### src/rtl/afe2256_lvds_pkg.sv
// Shared types and training-word constants for the AFE2256 LVDS receive lane.
package afe2256_lvds_pkg;

    typedef enum logic [2:0] {
        ST_IDLE   = 3'd0,
        ST_SETTLE = 3'd1,
        ST_SAMPLE = 3'd2,
        ST_SLIP   = 3'd3,
        ST_LOCKED = 3'd4,
        ST_FAIL   = 3'd5
    } align_state_t;

    // The training word is 12 ones then 12 zeros, i.e. six 4-bit chunks.
    localparam logic [3:0] TRAIN_HI        = 4'hF;
    localparam logic [3:0] TRAIN_LO        = 4'h0;
    localparam int         CHUNKS_PER_WORD = 6;

    function automatic logic [2:0] next_chunk_idx(input logic [2:0] idx);
        return (idx == 3'(CHUNKS_PER_WORD - 1)) ? 3'd0 : idx + 3'd1;
    endfunction

endpackage

### src/rtl/afe2256_lvds_align_ctrl.sv
// Bitslip training controller: steps the 1:4 deserializer until the chunk stream
// matches the AFE2256 training word, then reports lock and the word phase.
module afe2256_lvds_align_ctrl
    import afe2256_lvds_pkg::*;
#(
    parameter int MATCH_CHUNKS   = 48,
    parameter int SLIP_WAIT      = 4,
    parameter int MAX_SWEEPS     = 4,
    parameter int TIMEOUT_CYCLES = 1024
) (
    input  logic       clk,
    input  logic       rst,
    input  logic       start,
    input  logic [3:0] data_in,
    input  logic       data_valid,
    output logic       bitslip,
    output logic       bit_aligned,
    output logic       busy,
    output logic       align_error,
    output logic [1:0] slip_cnt,
    output logic [2:0] chunk_phase
);

    localparam int GOOD_W  = $clog2(MATCH_CHUNKS + 1);
    localparam int SWEEP_W = $clog2(MAX_SWEEPS + 1);
    localparam int TOUT_W  = $clog2(TIMEOUT_CYCLES + 1);
    localparam int WAIT_W  = (SLIP_WAIT > 1) ? $clog2(SLIP_WAIT) : 1;

    localparam logic [GOOD_W-1:0]  GOOD_MAX  = GOOD_W'(MATCH_CHUNKS);
    localparam logic [SWEEP_W-1:0] SWEEP_MAX = SWEEP_W'(MAX_SWEEPS);
    localparam logic [TOUT_W-1:0]  TOUT_LAST = TOUT_W'(TIMEOUT_CYCLES - 1);
    localparam logic [WAIT_W-1:0]  WAIT_LAST = WAIT_W'(SLIP_WAIT - 1);

    align_state_t       state_q, state_d;
    logic [WAIT_W-1:0]  wait_q, wait_d;
    logic [GOOD_W-1:0]  good_q, good_d;
    logic [TOUT_W-1:0]  tout_q, tout_d;
    logic [SWEEP_W-1:0] sweep_q, sweep_d;
    logic [1:0]         slip_cnt_q, slip_cnt_d;
    logic [2:0]         idx_q, idx_d;
    logic [2:0]         phase_q, phase_d;
    logic               phase_vld_q, phase_vld_d;
    logic               seen_hi_q, seen_hi_d;
    logic               seen_lo_q, seen_lo_d;
    logic               last_lo_q, last_lo_d;
    logic               bitslip_q, bitslip_d;
    logic               bit_aligned_q, bit_aligned_d;
    logic               busy_q, busy_d;
    logic               align_error_q, align_error_d;

    logic is_hi, is_lo, phase_err;

    assign is_hi     = (data_in == TRAIN_HI);
    assign is_lo     = (data_in == TRAIN_LO);
    // A word boundary (0 -> F) landing on a different chunk index means the stream is not the training word.
    assign phase_err = is_hi && last_lo_q && phase_vld_q && (idx_q != phase_q);

    always_comb begin
        state_d     = state_q;
        wait_d      = wait_q;
        good_d      = good_q;
        tout_d      = tout_q;
        sweep_d     = sweep_q;
        slip_cnt_d  = slip_cnt_q;
        idx_d       = idx_q;
        phase_d     = phase_q;
        phase_vld_d = phase_vld_q;
        seen_hi_d   = seen_hi_q;
        seen_lo_d   = seen_lo_q;
        last_lo_d   = last_lo_q;

        case (state_q)
            ST_SETTLE: begin
                if (wait_q == WAIT_LAST) begin
                    state_d = ST_SAMPLE;
                end else begin
                    wait_d = wait_q + WAIT_W'(1);
                end
            end
            ST_SAMPLE: begin
                if (data_valid) begin
                    tout_d = '0;
                    if (!(is_hi || is_lo) || phase_err) begin
                        state_d = ST_SLIP;
                    end else begin
                        good_d    = (good_q == GOOD_MAX) ? good_q : good_q + GOOD_W'(1);
                        seen_hi_d = seen_hi_q | is_hi;
                        seen_lo_d = seen_lo_q | is_lo;
                        last_lo_d = is_lo;
                        idx_d     = next_chunk_idx(idx_q);
                        if (is_hi && last_lo_q && !phase_vld_q) begin
                            phase_d     = idx_q;
                            phase_vld_d = 1'b1;
                        end
                        if ((good_d == GOOD_MAX) && seen_hi_d && seen_lo_d && phase_vld_d) begin
                            state_d = ST_LOCKED;
                        end
                    end
                end else if (tout_q == TOUT_LAST) begin
                    state_d = ST_SLIP;
                end else if (tout_q != '1) begin
                    tout_d = tout_q + TOUT_W'(1);
                end
            end
            ST_SLIP: begin
                slip_cnt_d = slip_cnt_q + 2'd1;
                state_d    = ST_SETTLE;
                if (slip_cnt_q == 2'd3) begin
                    sweep_d = sweep_q + SWEEP_W'(1);
                    if (sweep_d == SWEEP_MAX) begin
                        state_d = ST_FAIL;
                    end
                end
            end
            default: begin
            end
        endcase

        // A restart wins over anything the current state decided this cycle.
        if (start) begin
            state_d    = ST_SETTLE;
            slip_cnt_d = '0;
            sweep_d    = '0;
        end

        if (start || ((state_d == ST_SETTLE) && (state_q != ST_SETTLE))) begin
            wait_d      = '0;
            good_d      = '0;
            tout_d      = '0;
            idx_d       = '0;
            phase_d     = '0;
            phase_vld_d = 1'b0;
            seen_hi_d   = 1'b0;
            seen_lo_d   = 1'b0;
            last_lo_d   = 1'b0;
        end

        bitslip_d     = (state_d == ST_SLIP);
        busy_d        = (state_d == ST_SETTLE) || (state_d == ST_SAMPLE) || (state_d == ST_SLIP);
        bit_aligned_d = (state_d == ST_LOCKED);
        align_error_d = (state_d == ST_FAIL);
    end

    always_ff @(posedge clk or posedge rst) begin
        if (rst) begin
            state_q       <= ST_IDLE;
            wait_q        <= '0;
            good_q        <= '0;
            tout_q        <= '0;
            sweep_q       <= '0;
            slip_cnt_q    <= '0;
            idx_q         <= '0;
            phase_q       <= '0;
            phase_vld_q   <= 1'b0;
            seen_hi_q     <= 1'b0;
            seen_lo_q     <= 1'b0;
            last_lo_q     <= 1'b0;
            bitslip_q     <= 1'b0;
            bit_aligned_q <= 1'b0;
            busy_q        <= 1'b0;
            align_error_q <= 1'b0;
        end else begin
            state_q       <= state_d;
            wait_q        <= wait_d;
            good_q        <= good_d;
            tout_q        <= tout_d;
            sweep_q       <= sweep_d;
            slip_cnt_q    <= slip_cnt_d;
            idx_q         <= idx_d;
            phase_q       <= phase_d;
            phase_vld_q   <= phase_vld_d;
            seen_hi_q     <= seen_hi_d;
            seen_lo_q     <= seen_lo_d;
            last_lo_q     <= last_lo_d;
            bitslip_q     <= bitslip_d;
            bit_aligned_q <= bit_aligned_d;
            busy_q        <= busy_d;
            align_error_q <= align_error_d;
        end
    end

    assign bitslip     = bitslip_q;
    assign bit_aligned = bit_aligned_q;
    assign busy        = busy_q;
    assign align_error = align_error_q;
    assign slip_cnt    = slip_cnt_q;
    assign chunk_phase = phase_q;

endmodule
### config.mk
export PLATFORM = sky130hd
export DESIGN_NAME = afe2256_lvds_align_ctrl
export DESIGN_NICKNAME = d
export VERILOG_FILES = /design/src/rtl/afe2256_lvds_pkg.sv /design/src/rtl/afe2256_lvds_align_ctrl.sv
export SDC_FILE = /design/constraint.sdc
export NUM_CORES = 1
export LEC_CHECK = 0
export CAP_MARGIN = 20
export CORE_UTILIZATION = 40
export DETAILED_ROUTE_END_ITERATION = 6
export GPL_ROUTABILITY_DRIVEN = 1
export SLEW_MARGIN = 20
export SYNTH_ARGS = -nofsm -noshare
export SYNTH_HDL_FRONTEND = slang
export SYNTH_SLANG_ARGS = --single-unit
### constraint.sdc
create_clock -name clk -period 4.69 [get_ports clk]
set_input_delay 0.938 -clock clk [delete_from_list [all_inputs] [get_ports clk]]
set_output_delay 0.938 -clock clk [all_outputs]
set_load 0.01 [all_outputs]
### After elaboration in Yosys (flattened, before gate mapping)

Index checks and enable logic that the tools add are counted.

* register bits after elaboration: 41
* bits of input ports: 8
* logic and storage cells: 131

* add/subtract/negate cells: 6
* equal/unequal tests: 22
* multiplexer cells: 57
* bitwise operators: 2
* reductions and logical operators: 28

Operator list (number)
* 3-bit 2-to-1 mux: 21
* 11-bit 2-to-1 mux: 5
* 6-bit 2-to-1 mux: 5
* 1-bit 2-to-1 mux: 20
* 3-bit by 2-bit equality test with 1-bit output, second input constant: 4
* 3-bit equality test, second input constant: 4
* 6-bit equality test, second input constant: 2
* 2-bit nonzero test: 6
* 11-bit by 1-bit adder with 11-bit output, second input constant: 1
* 11-bit by 10-bit equality test with 1-bit output, second input constant: 1
* 11-bit != test, second input constant: 1
* 2-bit 2-to-1 mux: 5
* 3-bit case mux with 3 select lines: 1
* 1-bit logical AND: 8
* 3-bit by 1-bit adder with 3-bit output, second input constant: 2
* 6-bit by 1-bit adder with 6-bit output, second input constant: 1
* 3-bit by 1-bit equality test with 1-bit output, second input constant: 2
* 3-bit AND reduction: 2
* 1-bit logical OR: 5
* 2-bit by 1-bit adder with 2-bit output, second input constant: 2
* 2-bit equality test, second input constant: 2
* 4-bit equality test, second input constant: 1
* 4-bit logical NOT: 1
* 2-bit by 1-bit != test with 1-bit output, second input constant: 2
* 8 further kinds: 11

### Depth between registers and ports, before layout

Gate-level depths: netlist of run 1.

* depth after elaboration: 19
* depth in mapped cells: 10
* gate-level depth less buffers: 8

### Worst setup path before layout of run 1

OpenSTA, ideal clock, no wires.

* path kind: in2reg
* start: input data_in[1]
* end: register tout_q[1]
* setup time: 72 ps
* arrival time: 2383 ps
* data required time: 4618 ps
* slack: 2235 ps
* stages on the path: 9
* path through: nor4_2 -> a21oi_1 -> a21oi_1 -> a31o_2 -> inv_2 -> a31o_1 -> buf_4 -> buf_6 -> nor2_1

* longest elaborated chain between the ends: 18

RTL lines
* from (decl): RTL line afe2256_lvds_align_ctrl.sv:14 `input logic [3:0] data_in,`
* 4-bit equality test: RTL line afe2256_lvds_align_ctrl.sv:53 `assign is_hi = (data_in == TRAIN_HI);`
* 1-bit logical AND: RTL line afe2256_lvds_align_ctrl.sv:56, afe2256_lvds_align_ctrl.sv:91
* 1-bit logical AND: RTL line afe2256_lvds_align_ctrl.sv:91 `if (is_hi && last_lo_q && !phase_vld_q) begin`
* 1-bit 2-to-1 mux: RTL line afe2256_lvds_align_ctrl.sv:91
* 1-bit 2-to-1 mux: RTL line afe2256_lvds_align_ctrl.sv:83 `if (!(is_hi || is_lo) || phase_err) begin`
* 1-bit 2-to-1 mux: RTL line afe2256_lvds_align_ctrl.sv:81 `if (data_valid) begin`
* 1-bit 2-to-1 mux: RTL line afe2256_lvds_align_ctrl.sv:72 `case (state_q)`
* 1-bit logical AND: RTL line afe2256_lvds_align_ctrl.sv:95 `if ((good_d == GOOD_MAX) && seen_hi_d && seen_lo_d && phase_vld_d) begin`
* [... 3 more ...]
* 3-bit case mux with 3 select lines *: RTL line afe2256_lvds_align_ctrl.sv:72
* 3-bit 2-to-1 mux *: RTL line afe2256_lvds_align_ctrl.sv:120 `if (start) begin`
* via state_d[0]: RTL line afe2256_lvds_align_ctrl.sv:34 `align_state_t state_q, state_d;`
* 3-bit by 1-bit equality test with 1-bit output *: RTL line afe2256_lvds_align_ctrl.sv:126 `if (start || ((state_d == ST_SETTLE) && (state_q != ST_SETTLE))) begin`
* 1-bit logical AND *: RTL line afe2256_lvds_align_ctrl.sv:126
* 1-bit logical OR *: RTL line afe2256_lvds_align_ctrl.sv:126
* 3-bit by 2-bit != test with 1-bit output (no line) (tied with other cells)
* 3-bit AND reduction (no line)
* to (signal assigned): RTL line afe2256_lvds_align_ctrl.sv:166 `tout_q <= tout_d;`
* to (decl): RTL line afe2256_lvds_align_ctrl.sv:37 `logic [TOUT_W-1:0] tout_q, tout_d;`

Mark *: on every way through the listed nets, which the timed path passes. The rest lies on a longest branch. The select of a mux whose other input is x is not followed.
A chain may end at the register's enable or synchronous reset.

### Worst setup path after layout of run 1

* start: input data_in[2]
* end: register good_q[0]

* longest elaborated chain between the ends: 18

RTL lines
* 4-bit equality test: RTL line afe2256_lvds_align_ctrl.sv:53
* 1-bit logical AND: RTL line afe2256_lvds_align_ctrl.sv:56, afe2256_lvds_align_ctrl.sv:91
* 1-bit logical AND: RTL line afe2256_lvds_align_ctrl.sv:91
* 1-bit 2-to-1 mux: RTL line afe2256_lvds_align_ctrl.sv:91
* 1-bit 2-to-1 mux: RTL line afe2256_lvds_align_ctrl.sv:83
* 1-bit 2-to-1 mux: RTL line afe2256_lvds_align_ctrl.sv:81
* 1-bit 2-to-1 mux: RTL line afe2256_lvds_align_ctrl.sv:72
* 1-bit logical AND: RTL line afe2256_lvds_align_ctrl.sv:95
* [... 3 more ...]
* 3-bit case mux with 3 select lines *: RTL line afe2256_lvds_align_ctrl.sv:72
* 3-bit 2-to-1 mux *: RTL line afe2256_lvds_align_ctrl.sv:120
* via state_d[0]: RTL line afe2256_lvds_align_ctrl.sv:34
* 3-bit by 1-bit equality test with 1-bit output *: RTL line afe2256_lvds_align_ctrl.sv:126
* 1-bit logical AND *: RTL line afe2256_lvds_align_ctrl.sv:126
* 1-bit logical OR *: RTL line afe2256_lvds_align_ctrl.sv:126
* 2-bit by 1-bit != test with 1-bit output (no line) or 2-bit nonzero test (tied branches)
* 3-bit AND reduction (no line)
* to (signal assigned): RTL line afe2256_lvds_align_ctrl.sv:165 `good_q <= good_d;`
* to (decl): RTL line afe2256_lvds_align_ctrl.sv:36 `logic [GOOD_W-1:0] good_q, good_d;`

Marks and branches as above.

==> metrics.cfg, run 1 <==
[sta]
min_period_ns = 2.98
finClkSkew_ns = 0.00603
setup_tns_ns = 0
max_freq_ghz = 0.336
fin_crit_sh = 0.635
timing.hold.ws_ns = 0.503
worst_slack_ns = 1.71
hold_viol = 0
finalSetupViolations = 0
worstMarginPinSlew_ns = 0.566
final_max_slew_viol_count = 0
rsz0062_at_grt = false
timing.max_slew.rel_slack = 0.622

[cells_and_area]
layout.cells.non_filler = 326
nets = 270
n_antenna_cell = 0
area_growth_syn_to_layout_pct = 13.3
fillers = 517
final_layout_size_suffix_gt1_frac = 0.0781

[clocking]
cts_tree = yes
clockBufferDepth = 2
worstSkewPairLatency_ns = 0.29
cts.sinks = 41
post_cts_resized = 0
clkTransAtPathRegs_ns = 0.08
cts_hold_buffers = 0
cts_buffers = 5
post_cts_buffers = 0
h-tree-depth = 2
root_buffer = clkbuf_8

[global_route]
antenna_found_initial = 0
grt_first_pass_wirelength_um = 7560
grt_pass1_vias = 1699
grt_max_degree = 42
track_usage = 0.159
grt_overflow = 0

[setup_path]
cp_data_arrival_time_ns = 3.20
critPathLaunchType = primary input
timing.rr.start = tout_q[0]$_DFFE_PP0P_
crit_fanout = 21
timing.rr.end = good_q[0]$_DFFE_PP0P_
reg2reg_depth = 9
critical_path_required_ns = 4.91
r2r_setup_slack_ns = 2.24
critical_path.endpoint_type = flop
critPathKind = primary input to flop

[min_path]
whs_endpoint = seen_lo_q$_DFFE_PP0P_
worstHoldPathType = flop to flop
hold_path_startpoint = seen_lo_q$_DFFE_PP0P_
hold_depth = 2

[placed_design]
port-buffer-count = 16
dpl.cell_count = 318
dp_slack_ns = 1.39
gp_congestion = 0.805
dp_hpwl_um = 3010

[detailed_routing]
drt_iter0_drc = 86
drt-met1-wl_um = 2110
antenna_left = 0
met2WireLength_um = 2020
viasPerCell = 5.36
wl_per_cell_um = 13.2
drc = 0
vias = 1748
wirelength_um = 4310
wl_met3_um = 125
firstDrtPassIters = 4
topRoutingLayerUsed = met4

[floorplanning]
core_area_um2 = 5270
chipWidth_um = 77.0
start_util = 0.427
die_h_um = 77.0
ios = 17
die-area_um2 = 5930
rows = 26

[power]
power_density_nw_per_um2 = 300
vdd_drop_max_v = 0.000152
power.leakage_nw = 1.13
power_uw = 766

[synthesis]
avgSynthCellArea_um2 = 9.33
synth_seq_cells = 41
synth_cell_types = 48
synth_nets = 256
synth_edf_count = 0
ys_async_sr_fraction = 1.00
yosysWarnings = 0
syn_inst = 241
synth_area_um2 = 2250
seq_area_frac_synth = 0.456
synth_flop_cell = dfrtp_1

[run]
drv_cap = 0

[status]
status = completed

==> state kept, by name, indices dropped and copies added, names as in the netlist, 2 cells and up <==
register,cells
chunk_phase,3
good_q,6
idx_q,3
slip_cnt,2
state_q,3
sweep_q,3
tout_q,11
wait_q,2
==> through the flow <==
stage               area [um2]   util
CTS                       2550  0.484
global route              2550  0.484
global placement          2450  0.465
detailed placement        2450  0.465
floorplan                 2250      -
finish                    2550  0.484
==> power breakdown <==
group          internal [mW]  switching, mW
sequential             0.370         0.0128
combinational         0.0552         0.0760
clock                  0.133          0.119
==> critical path, cell delays in order <==
cell and delay (ns):
clkdlybuf4s50_1 0.49, and4_1 0.34, nand4_1 0.19, a21oi_1 0.26
a31o_2 0.23, inv_2 0.05, a31o_1 0.32, buf_4 0.25
nor2_1 0.14
==> worst max path at each step <==
| stage | from | to | slack (ns) | depth (start not counted) |
|---|---|---|---|---|
| 3_5_place_dp | data_in[2] | idx_q[1]$_DFFE_PP0P_ | 1.39 | 9 |
| 2_1_floorplan | data_in[1] | tout_q[1]$_DFFE_PP0P_ | 2.24 | 9 |
| 6_report | data_in[2] | good_q[0]$_DFFE_PP0P_ | 1.71 | 9 |
| 5_1_grt | data_in[2] | idx_q[2]$_DFFE_PP0P_ | 1.54 | 9 |
| 4_1_cts | data_in[2] | tout_q[3]$_DFFE_PP0P_ | 1.68 | 9 |
| 3_3_place_gp | data_in[2] | good_q[0]$_DFFE_PP0P_ | 1.39 | 9 |
==> logic make-up after synthesis <==
logic type                 Yosys count  synth area share
buffers and inverters               23            0.0501
adders and majority gates            7            0.0389
AOI/OAI and AO/OA                   51             0.152
xor gates and xnor gates            11            0.0428
DFF                                 41             0.456
and+or+nand+nor                     99             0.219
muxes                                9            0.0406
==> layer usage <==
metal | vias up | global-route usage
li1 | 884 | -
met5 | - | 0
met1 | 837 | 0.204
met4 | 0 | 0.0623
met2 | 22 | 0.268
met3 | 5 | 0.0238
==> Yosys cell counts, types with 2 or more instances <==
library cell,count,share of area
clkbuf_1,5,0.0083
buf_6,2,0.010
buf_2,3,0.0067
nand2_1,18,0.030
dfrtp_1,41,0.46
nand4_1,5,0.014
nand4b_1,3,0.012
or3_1,2,0.0056
buf_4,2,0.0067
nand3b_1,2,0.0067
ha_1,7,0.039
nand3_1,6,0.013
o22ai_1,2,0.0056
and3_1,5,0.014
nor3_1,7,0.016
mux2i_1,8,0.036
inv_1,10,0.017
nor2_1,38,0.063
xor2_1,5,0.019
a21oi_1,21,0.047
a31oi_1,4,0.011
xnor2_1,6,0.023
nor4_1,4,0.011
o21ai_0,11,0.024
==> cell usage in the layout, fill, tap and decap left out, drive strengths merged, types with 2 or more instances in the layout <==
cell type      instances
nor4                   5
a31oi                  4
ha                     7
and3                   6
clkdlybuf4s50         16
o21ai                 11
nand3b                 2
o22ai                  2
nor3                   7
a21oi                 21
nand3                  6
nand4                  5
clkbuf                 7
a31o                   2
nand2                 18
dfrtp                 41
buf                    3
nand4b                 3
mux2i                  8
or3                    2
xnor2                  6
inv                   11
xor2                   5
o41ai                  3
nor2                  38
==> layout make-up <==
cell class,instances,area (um2),share of cell area
clock buffers,7,96.3,0.0378
flip-flops and latches,41,1030,0.402
well taps,70,87.6,0.0343
clock inverters,1,5.00,0.00196
multi-input cells,177,1110,0.436
repair buffers,19,183,0.0716
inverters,11,41.3,0.0162
Power figures use the tool's default switching activity.
==> run 2, diff against run 1 <==
==> constraint.sdc (replaced) <==
create_clock -name clk -period 2.55 [get_ports clk]
set_input_delay 0.51 -clock clk [delete_from_list [all_inputs] [get_ports clk]]
set_output_delay 0.51 -clock clk [all_outputs]
set_load 0.01 [all_outputs]
==> run 2 against run 1 <==
Against the previous run:
- non-clock buffer count grew 12
- sequential share of layout area decreased by 1.1 points
- count of clock-buffer cells in the layout shrank 1
- design area increased by 2.8%
- sequential power rose by 84%
- via count rose by 3.2%
- global-route usage is 0.94 points higher
- total power grew 82%
- wire length up 4.9%
- die area unchanged
- critical path type unchanged
- largest cell class unchanged
- largest power group unchanged
- highest routed layer unchanged
==> metrics.cfg, run 2 (same netlist as run 1, synthesis figures left out) <==
[clocking]
cts_tree = yes  ; unchanged
clockBufferDepth = 2  ; unchanged
cts_hold_buffers = 0  ; unchanged
worstSkewPairLatency_ns = 0.29  ; about the same
h-tree-depth = 2  ; unchanged
root_buffer = clkbuf_8  ; unchanged
post_cts_buffers = 0  ; unchanged
post_cts_resized = 0  ; unchanged
clkTransAtPathRegs_ns = 0.08  ; about the same
cts_buffers = 5  ; unchanged
cts.sinks = 41  ; unchanged

[cells_and_area]
n_antenna_cell = 0  ; unchanged
final_util = 0.497  ; was 0.484
top_regs = tout_q x11, good_q x6  ; unchanged
mostFrequentLayoutCell = dfrtp_1  ; unchanged
regMostFlops = tout_q  ; unchanged
largest_reg_flops = 11  ; unchanged
final_cell_mix = dfrtp_1, nor2_1, a21oi_1  ; unchanged
design_area_um2 = 2620  ; was 2550 um2
final_layout_size_suffix_gt1_frac = 0.116  ; was 0.0781
layout.cells.non_filler = 338  ; was 326
area_growth_syn_to_layout_pct = 16.5  ; was 13.3%
nets = 282  ; was 270

[setup_path]
timing.rr.start = good_q[0]$_DFFE_PP0P_  ; was tout_q[0]$_DFFE_PP0P_
cp_data_arrival_time_ns = 2.61  ; was 3.20 ns
timing.rr.end = bit_aligned$_DFF_PP0_  ; was good_q[0]$_DFFE_PP0P_
r2r_setup_slack_ns = 0.34  ; was 2.24 ns
critical_path.endpoint_type = flop  ; unchanged
critical_path_required_ns = 2.76  ; was 4.91 ns
crit_fanout = 13  ; was 21
critPathKind = primary input to flop  ; unchanged
reg2reg_depth = 8  ; was 9
critPathLaunchType = primary input  ; unchanged

[global_route]
grt_overflow = 0  ; unchanged
track_usage = 0.168  ; was 0.159
use_met2 = 0.264  ; was 0.268
grt_max_degree = 42  ; unchanged
grt_first_pass_wirelength_um = 7980  ; was 7560 um
grtUsageMet3 = 0.0417  ; was 0.0238
grt.busiest_layer = met2  ; unchanged
grt_use_met1 = 0.225  ; was 0.204
antenna_found_initial = 0  ; unchanged
grt_pass1_vias = 1725  ; was 1699

[detailed_routing]
firstDrtPassIters = 4  ; unchanged
wirelength_um = 4520  ; was 4310 um
vias = 1804  ; was 1748
wl_per_cell_um = 13.4  ; was 13.2 um
antenna_left = 0  ; unchanged
drc = 0  ; unchanged
viasPerCell = 5.34  ; was 5.36
drt_iter0_drc = 126  ; was 86

[power]
power.leakage_nw = 1.18  ; was 1.13 nW
power_density_nw_per_um2 = 531  ; was 300 nW/um2
vdd_drop_max_v = 0.000297  ; was 0.000152 V

[placed_design]
port-buffer-count = 16  ; unchanged
dp_hpwl_um = 3240  ; was 3010 um
place_area_um2 = 2540  ; was 2450 um2
dp_slack_ns = -0.186  ; was 1.39 ns
dpl.cell_count = 330  ; was 318
gp_congestion = 0.753  ; was 0.805

[sta]
rsz0062_at_grt = false  ; unchanged
final_max_slew_viol_count = 0  ; unchanged
finalSetupViolations = 0  ; unchanged
worst_slack_ns = 0.142  ; was 1.71 ns
timing.max_slew.rel_slack = 0.641  ; was 0.622
finClkSkew_ns = 0.0133  ; was 0.00603 ns
fin_crit_sh = 0.944
worstMarginPinSlew_ns = 0.533  ; was 0.566 ns
hold_viol = 0  ; unchanged
min_period_ns = 2.41
max_freq_ghz = 0.415

[min_path]
worstHoldPathType = flop to flop  ; unchanged
hold_depth = 2  ; unchanged
whs_endpoint = seen_hi_q$_DFFE_PP0P_  ; was seen_lo_q$_DFFE_PP0P_
hold_path_startpoint = seen_hi_q$_DFFE_PP0P_  ; was seen_lo_q$_DFFE_PP0P_

[floorplanning]
rows = 26  ; unchanged
die-area_um2 = 5930  ; unchanged
start_util = 0.427  ; unchanged
chipWidth_um = 77.0  ; unchanged
core_area_um2 = 5270  ; unchanged
ios = 17  ; unchanged
die_h_um = 77.0  ; unchanged

[run]
drv_cap = 0  ; unchanged

[status]
status = completed  ; unchanged

run 2: cell count changes in the layout (fill, tap and decap cells not counted):
cell,previous run,this run
clkinv_2,1,2
clkbuf_8,7,5
buf_4,3,15
clkbuf_1,0,1
run 2: layout make-up:
class / count / area [um2]
Clock buffer: 6 / 72.6
Multi-Input combinational cell: 177 / 1110
Tap cell: 70 / 87.6
Timing Repair Buffer: 31 / 273
Inverter: 11 / 41.3
Clock inverter: 2 / 10.0
Fill cell: 525 / 2650
Sequential cell: 41 / 1030
run 2: power breakdown:
part,leakage [nW],internal [mW],switching (mW),total [mW]
Combinational,0.576,0.127,0.154,0.281
Clock,0.0450,0.190,0.218,0.408
Sequential,0.562,0.680,0.0224,0.702
Total,1.18,0.997,0.394,1.39
run 2: layer usage:
metal	vias to the layer above	part of all wire
li1	906	-
met1	873	0.49
met3	2	0.035
met2	23	0.47
met5	-	0
met4	0	0.0091
run 2: worst max path at each step:
stage          cells after the start               endpoint  slack (ns)  startpoint
2_1_floorplan                      9  tout_q[1]$_DFFE_PP0P_        0.52  data_in[1]
3_3_place_gp                       6  bit_aligned$_DFF_PP0_       -0.03  data_in[3]
3_5_place_dp                       9  tout_q[8]$_DFFE_PP0P_       -0.19  data_in[0]
4_1_cts                            9  tout_q[8]$_DFFE_PP0P_        0.14  data_in[0]
5_1_grt                            9  tout_q[8]$_DFFE_PP0P_        0.05  data_in[0]
6_report                           9  tout_q[8]$_DFFE_PP0P_        0.14  data_in[0]
run 2: stage by stage:
step	setup TNS, ns	hold slack [ns]	power [mW]
global placement	-0.0810	0.477	0.996
detailed placement	-2.39	0.483	0.999
finish	0	0.522	1.39
CTS	0	0.516	1.42
floorplan	0	0.457	0.902
global route	0	0.534	1.48
run 2: critical path, cell delays in order:
cell and delay [ns]:
clkdlybuf4s50_1 0.49, and4_1 0.31, nand4_1 0.17, a21oi_1 0.26, a31o_2 0.22, inv_2 0.04
a31o_1 0.23, buf_4 0.19, nor3_1 0.19
==> run 3, diff against run 2 <==
--- a/config.mk
+++ b/config.mk
@@ -6,7 +6,7 @@
 export NUM_CORES = 1
 export LEC_CHECK = 0
 export CAP_MARGIN = 20
-export CORE_UTILIZATION = 40
+export CORE_UTILIZATION = 34
 export DETAILED_ROUTE_END_ITERATION = 6
 export GPL_ROUTABILITY_DRIVEN = 1
 export SLEW_MARGIN = 20
==> run 3 against run 2 <==
Against the previous run:
- utilization is 8.1 points lower
- sequential share of layout area decreased by 0.57 points
- via count up 0.67%
- sequential cell count did not move
- combinational power rose by 2%
- wire length is 2.3% higher
==> metrics.cfg, run 3 (same netlist as run 1, synthesis figures left out) <==
[global_route]
track_usage = 0.143  ; was 0.168
grt_first_pass_wirelength_um = 8080  ; was 7980 um
antenna_found_initial = 0  ; unchanged
grt_overflow = 0  ; unchanged
grt_pass1_vias = 1752  ; was 1725
grt_max_degree = 42  ; unchanged

[power]
pwr-share-comb = 0.198  ; was 0.202
power_density_nw_per_um2 = 544  ; was 531 nW/um2
pwr-share-clk = 0.316  ; was 0.293
intPower_mw = 1.01  ; was 997 uW
vdd_drop_max_v = 0.000328  ; was 0.000297 V
power.leakage_nw = 1.19  ; was 1.18 nW
p_sw_frac = 0.301  ; was 0.283
p_seq_frac = 0.486  ; was 0.505
p_switching_uw = 435  ; was 394 uW

[cells_and_area]
largest_reg_flops = 11  ; unchanged
final-seq-area_um2 = 1030  ; unchanged
area_growth_syn_to_layout_pct = 18.2  ; was 16.5%
final_util = 0.417  ; was 0.497
n_antenna_cell = 0  ; unchanged
top_regs = tout_q x11, good_q x6  ; unchanged
mostFrequentLayoutCell = dfrtp_1  ; unchanged
fillers = 638  ; was 525
nets = 284  ; was 282
final_layout_size_suffix_gt1_frac = 0.130  ; was 0.116
multiInputGateArea_um2 = 1110  ; about the same
regMostFlops = tout_q  ; unchanged
final_cell_mix = dfrtp_1, nor2_1, a21oi_1  ; unchanged

[setup_path]
slowest_delay_ns = 0.45  ; was 0.49 ns
crit_fanout = 5  ; was 13
critPathLaunchType = primary input  ; unchanged
cp_cell_sequence = clkdlybuf4s50_1, nor4_2, buf_4, o211ai_1, a2111o_1, o41ai_4, and3_1  ; was clkdlybuf4s50_1, and4_1, nand4_1, a21oi_1, a31o_2, inv_2, a31o_1, buf_4, nor3_1
critPathKind = primary input to flop  ; unchanged
critical_path_required_ns = 2.80  ; was 2.76 ns
cp_top_family = compound AO/OA/AOI/OAI gates  ; was buffers and inverters
crit_slowest_cell = o41ai_4  ; was clkdlybuf4s50_1
critical_path.endpoint_type = flop  ; unchanged
path_buf_inv = 2  ; was 3
cp_data_arrival_time_ns = 2.63  ; was 2.61 ns

[detailed_routing]
antenna_left = 0  ; unchanged
wl_per_cell_um = 13.3  ; was 13.4 um
drc = 0  ; unchanged
vias = 1816  ; was 1804
viasPerCell = 5.23  ; was 5.34
firstDrtPassIters = 4  ; unchanged
drt_iter0_drc = 97  ; was 126
wirelength_um = 4620  ; was 4520 um

[floorplanning]
start_util = 0.352  ; was 0.427
core_area_um2 = 6390  ; was 5270 um2
die-area_um2 = 6950  ; was 5930 um2
ios = 17  ; unchanged
rows = 29  ; was 26
die_h_um = 83.3  ; was 77.0 um
chipWidth_um = 83.3  ; was 77.0 um

[clocking]
cts.sinks = 41  ; unchanged
clockBufferDepth = 2  ; unchanged
cts_buffers = 5  ; unchanged
h-tree-depth = 2  ; unchanged
cts_tree = yes  ; unchanged
worstSkewPairLatency_ns = 0.31  ; was 0.29 ns
clkTransAtPathRegs_ns = 0.10  ; was 0.08 ns
root_buffer = clkbuf_8  ; unchanged
cts_hold_buffers = 0  ; unchanged

[sta]
max_freq_ghz = 0.420  ; was 0.415 GHz
final_max_slew_viol_count = 0  ; unchanged
timing.max_slew.rel_slack = 0.651  ; was 0.641
worstMarginPinSlew_ns = 0.519  ; was 0.533 ns
finClkSkew_ns = 0.0140  ; was 0.0133 ns
worst_slack_ns = 0.169  ; was 0.142 ns
finalSetupViolations = 0  ; unchanged
rsz0062_at_grt = false  ; unchanged
min_period_ns = 2.38  ; was 2.41 ns
hold_viol = 0  ; unchanged
fin_crit_sh = 0.934  ; was 0.944

[run]
drv_cap = 0  ; unchanged

[placed_design]
dp_slack_ns = -0.169  ; was -0.186 ns
dp_hpwl_um = 3210  ; was 3240 um
port-buffer-count = 16  ; unchanged
gp_congestion = 0.834  ; was 0.753

[min_path]
worstHoldPathType = flop to flop  ; unchanged

[status]
status = completed  ; unchanged

==> run 3: layout make-up <==
class                      count  share of cell area
sequential                    41               0.386
timing repair buffer          33               0.108
tap                           77              0.0362
clock buffer                   5              0.0259
inverter                      11              0.0155
multi-input combinational    177               0.419
clock inverter                 3             0.00941
==> run 3: metrics by stage <==
| step | TNS [ns] | hold WS [ns] | power [mW] | std cells | cell area, um2 |
|---|---|---|---|---|---|
| 2_1_floorplan | 0 | 0.457 | 0.902 | 241 | 2250 |
| 3_3_place_gp | -2.89 | 0.488 | 1.00 | 339 | 2560 |
| 3_5_place_dp | -3.79 | 0.495 | 1.01 | 339 | 2560 |
| 4_1_cts | 0 | 0.515 | 1.47 | 347 | 2660 |
| 5_1_grt | 0 | 0.551 | 1.53 | 347 | 2660 |
| 6_report | 0 | 0.514 | 1.45 | 347 | 2660 |
==> run 3: final timing paths <==
path / start / to / slack (ns) / depth (start not counted)
setup / recovery: data_in[1] / align_error$_DFF_PP0_ / 0.17 / 7
hold / removal: seen_lo_q$_DFFE_PP0P_ / seen_lo_q$_DFFE_PP0P_ / 0.51 / 2
setup reg to reg: tout_q[0]$_DFFE_PP0P_ / good_q[5]$_DFFE_PP0P_ / 0.30 / 9
hold reg to reg: seen_lo_q$_DFFE_PP0P_ / seen_lo_q$_DFFE_PP0P_ / 0.51 / 2
max in group asynchronous: rst / busy$_DFF_PP0_ / 1.56 / 3
min in group asynchronous: rst / state_q[0]$_DFF_PP0_ / 0.63 / 3
==> run 3: routing by layer <==
layer	GRT usage	wire (um)
met1	0.202	2320
met2	0.215	2100
met3	0.0318	156
met4	0.0502	44
met5	0	0
==> run 3: tightest hold or removal path, delay by kind of cell (launching register included) <==
| family | cells | cell delay (ns) |
|---|---|---|
| AND/OR/NAND/NOR | 1 | 0.07 |
| AO/OA/AOI/OAI | 1 | 0.05 |
| flip-flops | 1 | 0.36 |
==> run 3: repair_timing <==
action                     4_1_cts  5_1_grt
hold endpoints to repair         0        0
setup buffers                    0        0
setup endpoints to repair        0        1
gates resized for setup          0        1
==> run 3: power by group through the flow <==
stage | Sequential (mW) | Combinational (mW) | Clock, mW
after detailed placement | 0.716 | 0.290 | 0
after CTS | 0.704 | 0.292 | 0.476
after global placement | 0.717 | 0.284 | 0
final | 0.704 | 0.286 | 0.457
after floorplan | 0.714 | 0.188 | 0
after global routing | 0.708 | 0.328 | 0.497
